==> config.mk <==
export PLATFORM = sky130hd
export DESIGN_NAME = accel_line_formatter
export DESIGN_NICKNAME = d
export VERILOG_FILES = /design/src/rtl/accel_line_formatter.sv
export SDC_FILE = /design/constraint.sdc
export NUM_CORES = 1
export LEC_CHECK = 0
export BUFFER_PORTS_ARGS = -buffer_cell sky130_fd_sc_hd__buf_4
export CORE_MARGIN = 1.5
export CORE_UTILIZATION = 50
export DETAILED_ROUTE_END_ITERATION = 8
export PLACE_DENSITY = 0.8
export SYNTH_ARGS = -nofsm -noshare
export SYNTH_HDL_FRONTEND = slang
export SYNTH_SLANG_ARGS = --single-unit
==> constraint.sdc <==
create_clock -name clk -period 6.3 [get_ports clk]
set_clock_uncertainty 0.1 [all_clocks]
set_input_delay 0.63 -clock clk [delete_from_list [all_inputs] [get_ports clk]]
set_output_delay 0.63 -clock clk [all_outputs]
set_load 0.02 [all_outputs]
==> src/rtl/accel_line_formatter.sv <==
// -----------------------------------------------------------------------------
// accel_line_formatter
//
// Captures one converted X-axis accelerometer sample (sign, integer g, milli-g
// fraction) and streams it as a fixed-format ASCII line, e.g. "+0.500g\r\n",
// one byte at a time to a UART transmitter over a valid/ready handshake.
// The milli-g fraction is split into three decimal digits by repeated
// subtraction (hundreds, then tens), one subtraction per cycle.
//
// Optional feature macro: ACCEL_FMT_HEX_EN
//   defined   : line is "<s><d>.<hhh>g,<XXXX>\r\n" (14 bytes), XXXX = raw_x in
//               uppercase hex, most significant nibble first
//   undefined : line is "<s><d>.<hhh>g\r\n" (9 bytes), raw_x is ignored
//
// Parameters
//   DECIM        : one line is emitted per DECIM strobes seen in IDLE (1..255)
//
// Ports
//   clk          : system clock
//   rst          : synchronous active-high reset
//   sample_valid : one-cycle strobe, new sample on is_minus/g_int/g_frac/raw_x
//   is_minus     : sample sign, 1 = negative
//   g_int        : integer part of |g| (clamped to 9 for display)
//   g_frac       : fraction in milli-g (clamped to 999)
//   raw_x        : raw sample, only used with ACCEL_FMT_HEX_EN
//   tx_data      : ASCII byte to the UART (registered)
//   tx_valid     : tx_data is valid (registered)
//   tx_ready     : UART accepts the byte
//   busy         : high whenever the block is not idle (registered)
//   drop_cnt     : strobes dropped while busy, saturating at 255 (registered)
// -----------------------------------------------------------------------------
module accel_line_formatter #(
    parameter int unsigned DECIM = 1
) (
    input  logic        clk,
    input  logic        rst,
    input  logic        sample_valid,
    input  logic        is_minus,
    input  logic [15:0] g_int,
    input  logic [15:0] g_frac,
    input  logic [15:0] raw_x,
    output logic [7:0]  tx_data,
    output logic        tx_valid,
    input  logic        tx_ready,
    output logic        busy,
    output logic [7:0]  drop_cnt
);

`ifdef ACCEL_FMT_HEX_EN
    localparam logic [3:0] LAST_IDX = 4'd13;
`else
    localparam logic [3:0] LAST_IDX = 4'd8;
`endif

    // Decimation counter wraps when it reaches this value.
    localparam logic [7:0] DECIM_LAST = 8'(DECIM - 1);

    typedef enum logic [1:0] {
        ST_IDLE   = 2'd0,
        ST_CONV_H = 2'd1,
        ST_CONV_T = 2'd2,
        ST_SEND   = 2'd3
    } state_t;

    state_t      state_r;
    logic [7:0]  dec_cnt_r;
    logic        minus_r;
    logic [3:0]  int_dig_r;
    logic [9:0]  rem_r;
    logic [3:0]  hund_r;
    logic [3:0]  tens_r;
    logic [3:0]  ones_r;
    logic [3:0]  idx_r;
    logic [7:0]  tx_data_r;
    logic        tx_valid_r;
    logic        busy_r;
    logic [7:0]  drop_cnt_r;
    logic [15:0] raw_r;

    // ASCII for a decimal digit 0..9.
    function automatic logic [7:0] ascii_dec(input logic [3:0] d);
        return 8'h30 + {4'h0, d};
    endfunction

    // ASCII for an uppercase hex nibble.
    function automatic logic [7:0] ascii_hex(input logic [3:0] n);
        logic [7:0] c;
        if (n < 4'd10) begin
            c = 8'h30 + {4'h0, n};
        end else begin
            c = 8'h37 + {4'h0, n};
        end
        return c;
    endfunction

    // Byte at position idx of the output line.
    function automatic logic [7:0] line_byte(
        input logic [3:0]  idx,
        input logic        minus,
        input logic [3:0]  int_dig,
        input logic [3:0]  hund,
        input logic [3:0]  tens,
        input logic [3:0]  ones,
        input logic [15:0] raw
    );
        logic [7:0] b;
        case (idx)
            4'd0:    b = minus ? 8'h2D : 8'h2B;
            4'd1:    b = ascii_dec(int_dig);
            4'd2:    b = 8'h2E;
            4'd3:    b = ascii_dec(hund);
            4'd4:    b = ascii_dec(tens);
            4'd5:    b = ascii_dec(ones);
            4'd6:    b = 8'h67;
`ifdef ACCEL_FMT_HEX_EN
            4'd7:    b = 8'h2C;
            4'd8:    b = ascii_hex(raw[15:12]);
            4'd9:    b = ascii_hex(raw[11:8]);
            4'd10:   b = ascii_hex(raw[7:4]);
            4'd11:   b = ascii_hex(raw[3:0]);
            4'd12:   b = 8'h0D;
            4'd13:   b = 8'h0A;
`else
            4'd7:    b = 8'h0D;
            4'd8:    b = 8'h0A;
`endif
            default: b = 8'h00;
        endcase
        return b;
    endfunction

`ifndef ACCEL_FMT_HEX_EN
    // raw_x has no role without the hex suffix.
    logic unused_raw_s;
    assign unused_raw_s = ^{raw_x, raw_r};
`endif

    // Main sequencer: capture, digit conversion and byte streaming.
    always_ff @(posedge clk) begin
        if (rst) begin
            state_r    <= ST_IDLE;
            dec_cnt_r  <= 8'd0;
            minus_r    <= 1'b0;
            int_dig_r  <= 4'd0;
            rem_r      <= 10'd0;
            hund_r     <= 4'd0;
            tens_r     <= 4'd0;
            ones_r     <= 4'd0;
            idx_r      <= 4'd0;
            tx_data_r  <= 8'h00;
            tx_valid_r <= 1'b0;
            busy_r     <= 1'b0;
            raw_r      <= 16'h0000;
        end else begin
            case (state_r)
                ST_IDLE: begin
                    if (sample_valid) begin
                        if (dec_cnt_r == DECIM_LAST) begin
                            dec_cnt_r <= 8'd0;
                            minus_r   <= is_minus;
                            int_dig_r <= (g_int > 16'd9) ? 4'd9 : g_int[3:0];
                            rem_r     <= (g_frac > 16'd999) ? 10'd999 : g_frac[9:0];
                            raw_r     <= raw_x;
                            hund_r    <= 4'd0;
                            tens_r    <= 4'd0;
                            busy_r    <= 1'b1;
                            state_r   <= ST_CONV_H;
                        end else begin
                            dec_cnt_r <= dec_cnt_r + 8'd1;
                        end
                    end
                end
                ST_CONV_H: begin
                    if (rem_r >= 10'd100) begin
                        rem_r  <= rem_r - 10'd100;
                        hund_r <= hund_r + 4'd1;
                    end else begin
                        state_r <= ST_CONV_T;
                    end
                end
                ST_CONV_T: begin
                    if (rem_r >= 10'd10) begin
                        rem_r  <= rem_r - 10'd10;
                        tens_r <= tens_r + 4'd1;
                    end else begin
                        // Remainder is now the ones digit; present byte 0.
                        ones_r     <= rem_r[3:0];
                        idx_r      <= 4'd0;
                        tx_data_r  <= line_byte(4'd0, minus_r, int_dig_r, hund_r,
                                                tens_r, rem_r[3:0], raw_r);
                        tx_valid_r <= 1'b1;
                        state_r    <= ST_SEND;
                    end
                end
                ST_SEND: begin
                    // tx_valid is always high here, so tx_ready alone is the accept.
                    if (tx_ready) begin
                        if (idx_r == LAST_IDX) begin
                            tx_valid_r <= 1'b0;
                            busy_r     <= 1'b0;
                            state_r    <= ST_IDLE;
                        end else begin
                            idx_r     <= idx_r + 4'd1;
                            tx_data_r <= line_byte(idx_r + 4'd1, minus_r, int_dig_r,
                                                   hund_r, tens_r, ones_r, raw_r);
                        end
                    end
                end
                default: begin
                    state_r    <= ST_IDLE;
                    tx_valid_r <= 1'b0;
                    busy_r     <= 1'b0;
                end
            endcase
        end
    end

    // Drop counter: any strobe outside IDLE is lost, count saturates.
    always_ff @(posedge clk) begin
        if (rst) begin
            drop_cnt_r <= 8'd0;
        end else if (sample_valid && (state_r != ST_IDLE) && (drop_cnt_r != 8'hFF)) begin
            drop_cnt_r <= drop_cnt_r + 8'd1;
        end else begin
            drop_cnt_r <= drop_cnt_r;
        end
    end

    assign tx_data  = tx_data_r;
    assign tx_valid = tx_valid_r;
    assign busy     = busy_r;
    assign drop_cnt = drop_cnt_r;

endmodule
==> results.md, run 1 <==
Outcome:
- The run finished with clean final reports.

CTS:
- The clock sink count is 58.
- Clock latency on the worst-skew pair, taken at its later pin, is 0.35 ns.
- TritonCTS built the clock tree.
- The quantity of gates resized following cts is 0.
- CTS placed an instance of sky130_fd_sc_hd__clkbuf_8 at the clock tree root.
- Post-CTS timing repair inserted 0 buffers for setup.
- Clock-pin slew was measured on the worst setup and hold paths at 0.06 ns.
- The number of buffers inserted for hold repair after clock tree synthesis is 0.
- The CTS H-tree depth is 3.
- The maximum number of buffers from clock root to sink is 2.
- The number of buffers added by the clock tree synthesis step is 9.

GRT:
- The total overflow left after global routing is 0.
- Across every metal layer, demand over resource in global routing totals 0.248.
- Entering global routing, the biggest net connects 40 pins.
- The initial antenna violation count is 0.
- The first global-routing pass estimated 14800 um of wire.
- The number of global-route vias before repair is 3255.

Timing:
- Measured against its own limit, the worst slew margin works out to 0.473.
- The maximum achievable frequency is 0.354 GHz.
- Setup repair after global routing left no endpoint under its margin.
- The final setup violation count is 0.
- The number of max-slew violations in the final report is 0.
- At the pin with the least slew margin, the transition time is 0.784 ns.
- The final cycle utilization of the critical path is 0.449.
- The final-layout setup total negative slack is 0 ns.
- The count of endpoints failing hold in the final timing report is 0.
- The smallest clock period supported by the final layout is computed as 2.83 ns.
- Setup slack closes at 3.47 ns.

Routing:
- The average wire per standard cell is 15.5 um.
- The number of design-rule violations left by the first detailed-router iteration is 276.
- The pre-antenna-repair detailed-routing pass consisted of 5 iterations.
- The routed via count is 3499.
- Summed over all layers, the routed wires come to 9130 um.
- After detailed routing, the number of remaining DRC violations is 0.
- The number of vias per cell after detailed routing is 5.95.
- The remaining antenna violation count is 0.

Pwr:
- The total power density per cell area is 385 mW/mm2.
- Of the total power, registers draw 0.322.
- The maximum vdd ir drop is 0.162 mV.
- For this design the total switching power over the nets is 0.000683 W.
- The share of total power dissipated in the clock network is 0.211.
- The share of total power dissipated in combinational logic is 0.467.
- The share of total power consumed by net switching is 0.426.
- For this design the static power due to leakage is 1.62 nW.
- The total internal power is 0.000919 W.

Yosys:
- The share of the Yosys chip area taken by registers is 0.326.
- Dividing the synthesized area by the synthesized cell count gives 7.98 um2.
- In the synthesized netlist, the number of instances is 446.
- The synthesized flop and latch total is 58.
- Sorting the synthesized cells by area gives the leading types as sky130_fd_sc_hd__dfxtp_1 (33%), sky130_fd_sc_hd__ha_1 (7.0%), sky130_fd_sc_hd__a21oi_1 (5.2%).
- The Yosys step of the flow raised 0 warnings.
- The most frequently used flop master after synthesis is sky130_fd_sc_hd__dfxtp_1.
- Summing every instance area after synthesis gives 0.00356 mm2.
- The portion of synthesized cell area occupied by the leading cell type is 0.326.
- The number of library cell types mapped by synthesis is 64.
- Counting flops with a built-in enable in the synthesized netlist gives 0.
- Sorting the synthesized cells by how often they occur yields sky130_fd_sc_hd__dfxtp_1 (58), sky130_fd_sc_hd__nand2_1 (49), sky130_fd_sc_hd__nor2_1 (44).
- Among all cell types in the netlist, the one instantiated most often is sky130_fd_sc_hd__dfxtp_1.
- The most area-hungry cell type in the Yosys netlist is sky130_fd_sc_hd__dfxtp_1.
- In the synthesized netlist the async set-or-reset flop fraction comes to 0.
- The net count of the mapped netlist is 519.

Critical path:
- STA classifies the critical path startpoint as a register.
- The startpoint of the lowest-slack register-to-register path is state_r[0].
- At the worst endpoint, the arrival time is 2.96 ns.
- The critical path starts at state_r[0].
- The endpoint kind of the worst setup timing path is a register.
- The required time at the endpoint of the critical path is 6.43 ns.
- The critical path class is register to register.
- Of all nets on the critical path, the largest fanout is 15.

Place:
- The number of placed instances, taps included, is 573.
- The minimum setup slack after placement is 3.51 ns.
- The post-detailed-placement half-perimeter wirelength is 6450 um.
- The number of buffers inserted by port buffering is 53.
- Routability-driven placement finished with a final weighted congestion of 0.875.

Die:
- The area of the die is 0.00763 mm2.
- The row count is 30.
- In this run the count of I/O pins placed on the die edge is 71.
- After floorplanning, the core was sized to cover 0.00683 mm2.
- The die outline height is 87.4 um.
- The starting density of the core is 0.521.
- The die outline width is 87.4 um.

Final layout:
- The fraction of final layout cells with drive strength greater than 1 is 0.152.
- The number of nets at the end of the flow is 561.
- The finished layout holds 588 standard cells, fillers aside.
- Counting the fill cells in the layout gives 601.
- The share of the core filled with cells is 0.609.
- The number of diodes added for antenna fixing is 0.
- The relative area change from synthesis to final layout is 16.9%.

Job:
- The total of max-cap violations is 0.

Min path:
- The start point of the worst hold path is ones_r[3].
- The tightest min-delay check is of the register to register type.
[routing by layer]
metal	global-route usage	part of all wire	vias up	routed length [um]
met5	0	0	-	0
met4	0.113	0.029	0	262
met3	0.0645	0.052	33	478
met2	0.421	0.49	117	4440
met1	0.292	0.43	1649	3950
li1	-	-	1700	-
[through the flow]
step           hold slack, ns  cell area (um2)  power [W]
5_1_grt                 0.384             4160    0.00171
6_report                0.365             4160    0.00160
2_1_floorplan           0.331             3560    0.00107
3_5_place_dp            0.356             3980    0.00125
4_1_cts                 0.369             4160    0.00159
3_3_place_gp            0.345             3980    0.00123
[state kept, by name, indices dropped and copies added, names as in the netlist, 4 cells and up]
register and flops:
rem_r 10, dec_cnt_r 8, drop_cnt 8, tx_data 7, hund_r 4, idx_r 4
int_dig_r 4, ones_r 4, tens_r 4
[critical path, stage by stage (launching register included)]
cell and delay [ns]:
sky130_fd_sc_hd__dfxtp_1 0.34, sky130_fd_sc_hd__inv_1 0.12, sky130_fd_sc_hd__ha_1 0.53, sky130_fd_sc_hd__clkinv_1 0.45
sky130_fd_sc_hd__nor4_4 0.62, sky130_fd_sc_hd__a21oi_1 0.26, sky130_fd_sc_hd__o2111ai_1 0.18, sky130_fd_sc_hd__o32ai_1 0.10
[power by group through the flow]
stage / Clock, W / Sequential [W] / Combinational (W)
after floorplan: 0 / 0.000505 / 0.000564
after global placement: 0 / 0.000521 / 0.000712
after detailed placement: 0 / 0.000520 / 0.000731
after CTS: 0.000342 / 0.000514 / 0.000737
after global routing: 0.000360 / 0.000527 / 0.000826
final: 0.000337 / 0.000516 / 0.000748
[cell usage in the layout, fill, tap and decap left out, drive strengths merged, types with 4 or more instances in the layout]
cell type and count:
dfxtp 58, buf 53, nand2 49, nor2 47
a21oi 37, o21ai 23, inv 20, ha 20
nand3 18, nor3 15, xnor2 14, clkbuf 12
xor2 11, nor4 9, mux2i 7, and2 6
nand4 5, o211ai 5, o32ai 5, nor2b 4
and3 4, a22oi 4, a221oi 4
[final timing paths]
path | endpoint | slack [ns] | cells after the start
min | ones_r[3] | 0.36 | 2
max | rem_r[8] | 3.47 | 7
max reg2reg | rem_r[8] | 3.47 | 7
min reg2reg | ones_r[3] | 0.36 | 2
[cell families after synthesis]
family	synth area share
and+or+nand+nor	0.247
AOI/OAI and AO/OA	0.224
DFF	0.326
buffers and inverters	0.0503
xor gates and xnor gates	0.0615
adders and majority gates	0.0703
muxes	0.0197
other	0.00105
[final cells by class]
type	count	area [um2]	share of cell area
flip-flops and latches	58	1160	0.279
clock inverters	3	40.0	0.00962
multi-input cells	345	2220	0.533
repair buffers	53	398	0.0956
well taps	96	120	0.0289
clock buffers	12	145	0.0349
inverters	21	78.8	0.0189
(Power assumes the default switching activity.)
==> inputs of run 2 (changes only) <==
--- a/config.mk
+++ b/config.mk
@@ -5,11 +5,12 @@
 export SDC_FILE = /design/constraint.sdc
 export NUM_CORES = 1
 export LEC_CHECK = 0
+export ABC_AREA = 1
 export BUFFER_PORTS_ARGS = -buffer_cell sky130_fd_sc_hd__buf_4
 export CORE_MARGIN = 1.5
 export CORE_UTILIZATION = 50
 export DETAILED_ROUTE_END_ITERATION = 8
-export PLACE_DENSITY = 0.8
+export PLACE_DENSITY = 0.79
 export SYNTH_ARGS = -nofsm -noshare
 export SYNTH_HDL_FRONTEND = slang
 export SYNTH_SLANG_ARGS = --single-unit
==> constraint.sdc (replaced) <==
create_clock -name clk -period 2.8 [get_ports clk]
set_clock_uncertainty 0.1 [all_clocks]
set_input_delay 0.28 -clock clk [delete_from_list [all_inputs] [get_ports clk]]
set_output_delay 0.28 -clock clk [all_outputs]
set_load 0.02 [all_outputs]
==> results.md, run 2 <==
Die:
- The number of I/O pins is 71 (unchanged).
- The area of the die came to 0.00801 mm2 (+5.0%).
- The starting density of the core was 0.516 (-0.00510).
- The die outline width is 89.5 um (+2.4%).
- The row count is 31 (+3.3%).
- The area of the core is 0.00725 mm2 (+6.2%).
- The die outline height is 89.5 um (+2.4%).

Timing:
- The count of endpoints failing hold in the final timing report is 0 (unchanged).
- The minimum clock period is 2.12 ns (-0.712 ns).
- The slew at the pin with the worst max-slew slack is 0.554 ns (-0.230 ns).
- The tightest slew margin relative to the limit was 0.630 (+0.157).
- The final cycle utilization of the critical path came to 0.756 (+0.307).
- The number of max-slew violations in the final report is 0 (unchanged).
- The maximum achievable frequency came to 0.473 GHz (+34%).
- The final-layout setup total negative slack was 0 ns (unchanged).
- The final setup violation count was 0 (unchanged).
- Setup repair after global routing left no endpoint under its margin.

CTS:
- The clock insertion delay at the later pin of the skew report is 0.35 ns (about the same).
- The number of buffers added by the clock tree synthesis step is 9 (unchanged).
- The CTS H-tree depth came to 3 (unchanged).
- The setup fix buffers added after clock tree synthesis is 0 (unchanged).
- The master cell of the clock root buffer is sky130_fd_sc_hd__clkbuf_8.
- The quantity of gates resized following cts is 0 (unchanged).
- The clock sink count came to 58 (unchanged).
- TritonCTS built the clock tree.
- The maximum number of buffers from clock root to sink is 2 (unchanged).
- The clock-pin slew reported for the worst setup and hold paths after clock tree synthesis is 0.07 ns (about the same).
- The number of buffers inserted for hold repair after clock tree synthesis came to 0 (unchanged).

Critical path:
- The data arrival time of the worst path is 2.29 ns (-0.67 ns).
- The maximum cell stage delay along the critical path is 0.38 ns (-0.24 ns).
- The highest fanout seen on the critical path was 9 (-6).
- The required time at the endpoint of the critical path is 2.98 ns (-3.45 ns).
- The setup slack of the most critical reg-to-reg path is 0.68 ns (-2.79 ns).
- The endpoint of the lowest-slack register-to-register path is tx_data[4].
- The signal on the critical path passes through inv_1 > ha_1 > nand2_1 > nand2_1 > nor2_2 > nand2_2 > inv_2 > nand2_4 > nor2_4 > inv_2 > nand2_4 > nand3_1 > a21oi_1.
- In this run the worst setup path terminates at tx_data[4].
- The startpoint of the lowest-slack register-to-register path is rem_r[2].
- Tracing the worst setup path back leads to its startpoint at rem_r[2].
- The sort of element at the start of the critical path is a register.
- The critical path's slowest cell is sky130_fd_sc_hd__dfxtp_1.
- The number of cell instances on the worst register-to-register path is 13 (+6).
- The critical path is of the register to register type.
- STA classifies the critical path endpoint as a register.

Yosys:
- By area the synthesized netlist is led by sky130_fd_sc_hd__dfxtp_1 (31%), sky130_fd_sc_hd__nand2_1 (12%), sky130_fd_sc_hd__ha_1 (6.7%).
- The Yosys warning count came to 0 (unchanged).
- Among all cell types in the netlist, the one instantiated most often is sky130_fd_sc_hd__nand2_1.
- The total standard cell area after synthesis came to 0.00374 mm2 (+5.1%).
- The net count of the mapped netlist is 622 (+20%).
- The number of enable-type register cells in the synthesized netlist came to 0 (unchanged).
- Of all cell types, the one taking the most synthesized area is sky130_fd_sc_hd__dfxtp_1.
- The cell count after synthesis is 549 (+23%).
- The sequential element share of the synthesized area is 0.310 (-0.0159).
- The synthesized flop and latch total came to 58 (unchanged).
- By count the netlist is led by sky130_fd_sc_hd__nand2_1 (122), sky130_fd_sc_hd__nor2_1 (59), sky130_fd_sc_hd__dfxtp_1 (58).
- The portion of synthesized cell area occupied by the leading cell type is 0.310 (-0.0159).
- The mean instance size in the synthesized netlist is 6.81 um2 (-15%).
- The number of library cell types mapped by synthesis is 49 (-23%).
- The proportion of register bits with asynchronous set or reset after synthesis was 0 (unchanged).
- The most used flip-flop cell after synthesis is sky130_fd_sc_hd__dfxtp_1.

GRT:
- The total global-route track usage is 0.241 (-0.00730).
- The initial antenna violation count is 0 (unchanged).
- The maximum number of pins on one net before global-route repair was 29 (-28%).
- The wire length of the first global-routing pass was 14900 um (+0.56%).
- The final global-route overflow total is 0 (unchanged).
- The number of global-route vias before repair is 3413 (+4.9%).

Final layout:
- The number of nets at the end of the flow came to 677 (+21%).
- The number of flip-flops under the largest register name is 10 (unchanged).
- The final cell area excluding filler cells is 0.00443 mm2 (+6.5%).
- The number of diodes added for antenna fixing is 0 (unchanged).
- The share of the core filled with cells is 0.611 (+0.00185).
- The area of combinational cells with multiple inputs is 0.00228 mm2 (+2.8%).
- The register with the most flip-flops in the final layout is rem_r.
- The most common cell after layout, fill and taps aside is sky130_fd_sc_hd__nand2_1.
- In the layout the commonest cells are sky130_fd_sc_hd__nand2_1 (122), sky130_fd_sc_hd__nor2_1 (59), sky130_fd_sc_hd__dfxtp_1 (58), sky130_fd_sc_hd__buf_4 (56), sky130_fd_sc_hd__inv_1 (52).
- The area of all sequential standard cells is 0.00116 mm2 (unchanged).
- The area growth from synthesis to layout is 18.5%.
- The fraction of final layout cells with drive strength greater than 1 is 0.192 (+0.0397).
- The final-layout fill cell count is 680 (+13%).

Routing:
- The remaining antenna violation count is 0 (unchanged).
- The number of design-rule violations left by the first detailed-router iteration came to 156 (-43%).
- The remaining design rule violation count is 0 (unchanged).
- The routed via count was 3730 (+6.6%).
- The number of vias per cell after detailed routing is 5.27 (-11%).
- The average wire per standard cell is 12.8 um (-18%).
- The total routed wirelength is 9040 um (-0.93%).
- The first-pass iteration count of the detailed router is 5 (unchanged).

Pwr:
- The maximum vdd ir drop is 0.497 mV (+210%).
- The part of the power in registers is 0.319 (-0.003).
- The leakage power summed over all cells is 2.06 nW (+27%).
- The combinational share of power was 0.456 (-0.011).
- The portion of total power attributed to the clock network is 0.225 (+0.014).
- The share of total power consumed by net switching is 0.436 (+0.00965).
- The total power density per cell area came to 798 mW/mm2 (+110%).
- The net switching power is 0.00154 W (+130%).
- The total internal power is 0.00199 W (+120%).

Place:
- The placer congestion estimate is 0.876 (+0.13%).
- The instance area at placement is 0.00423 mm2 (+6.3%).
- The number of buffers inserted by port buffering is 53 (unchanged).
- The post-detailed-placement half-perimeter wirelength came to 6790 um (+5.3%).

Outcome:
- The flow ran to the end, and the final reports show no timing, DRC or antenna violations.

Min path:
- The type of the worst min-delay path is input port to register.
- The startpoint identified for the worst hold timing path is g_int[0].

Job:
- The total of max-cap violations came to 0 (unchanged).
==> run 2: cell type report <==
class,count,area share
Inverter,64,0.0548
Clock inverter,5,0.0119
Tap cell,99,0.0280
Multi-Input combinational cell,415,0.514
Timing Repair Buffer,56,0.0949
Sequential cell,58,0.262
Clock buffer,11,0.0342
==> run 2: critical path, delay by kind of cell (launching register included) <==
family                     cells  cell delay [ns]
adders and majority gates      1             0.22
and+or+nand+nor                8             0.93
DFF                            1             0.38
AOI/OAI and AO/OA              1             0.15
buffers and inverters          3             0.28
==> run 2: stage by stage <==
stage                     cells  hold WS (ns)  setup WS [ns]  total power, W
after floorplan             549         0.325           1.01         0.00231
after global placement      692         0.339          0.796         0.00269
after detailed placement    692         0.359          0.703         0.00274
after CTS                   708         0.104          0.688         0.00355
after global routing        708        0.0971          0.536         0.00383
final                       708         0.111          0.684         0.00354
==> run 2: per-layer routing <==
metal	global-route usage	vias to the layer above	part of all wire
met5	0	-	0
met4	0.0965	0	0.027
met3	0.0702	21	0.060
met2	0.403	114	0.48
met1	0.290	1674	0.43
li1	-	1921	-
==> run 2: logic make-up after synthesis <==
kind of cell | share of synthesized area
xor+xnor | 0.0298
flops | 0.310
other cells | 0.00100
buf+inv | 0.0803
simple gates | 0.371
compound gates | 0.141
fa+ha+maj | 0.0669
==> run 2: power by group through the flow <==
| stage | clock, W | combinational [W] | sequential, W |
|---|---|---|---|
| floorplan | 0 | 0.00118 | 0.00114 |
| global placement | 0 | 0.00155 | 0.00114 |
| detailed placement | 0 | 0.00160 | 0.00114 |
| CTS | 0.000812 | 0.00161 | 0.00112 |
| global route | 0.000855 | 0.00183 | 0.00115 |
| finish | 0.000795 | 0.00161 | 0.00113 |
==> run 2: how the worst min path moves through the flow <==
stage	end	slack, ns	cells after the start
2_1_floorplan	ones_r[3]	0.32	2
3_3_place_gp	ones_r[3]	0.34	2
3_5_place_dp	tx_data[6]	0.36	2
4_1_cts	rem_r[0]	0.10	3
5_1_grt	rem_r[0]	0.1	3
6_report	int_dig_r[0]	0.11	3
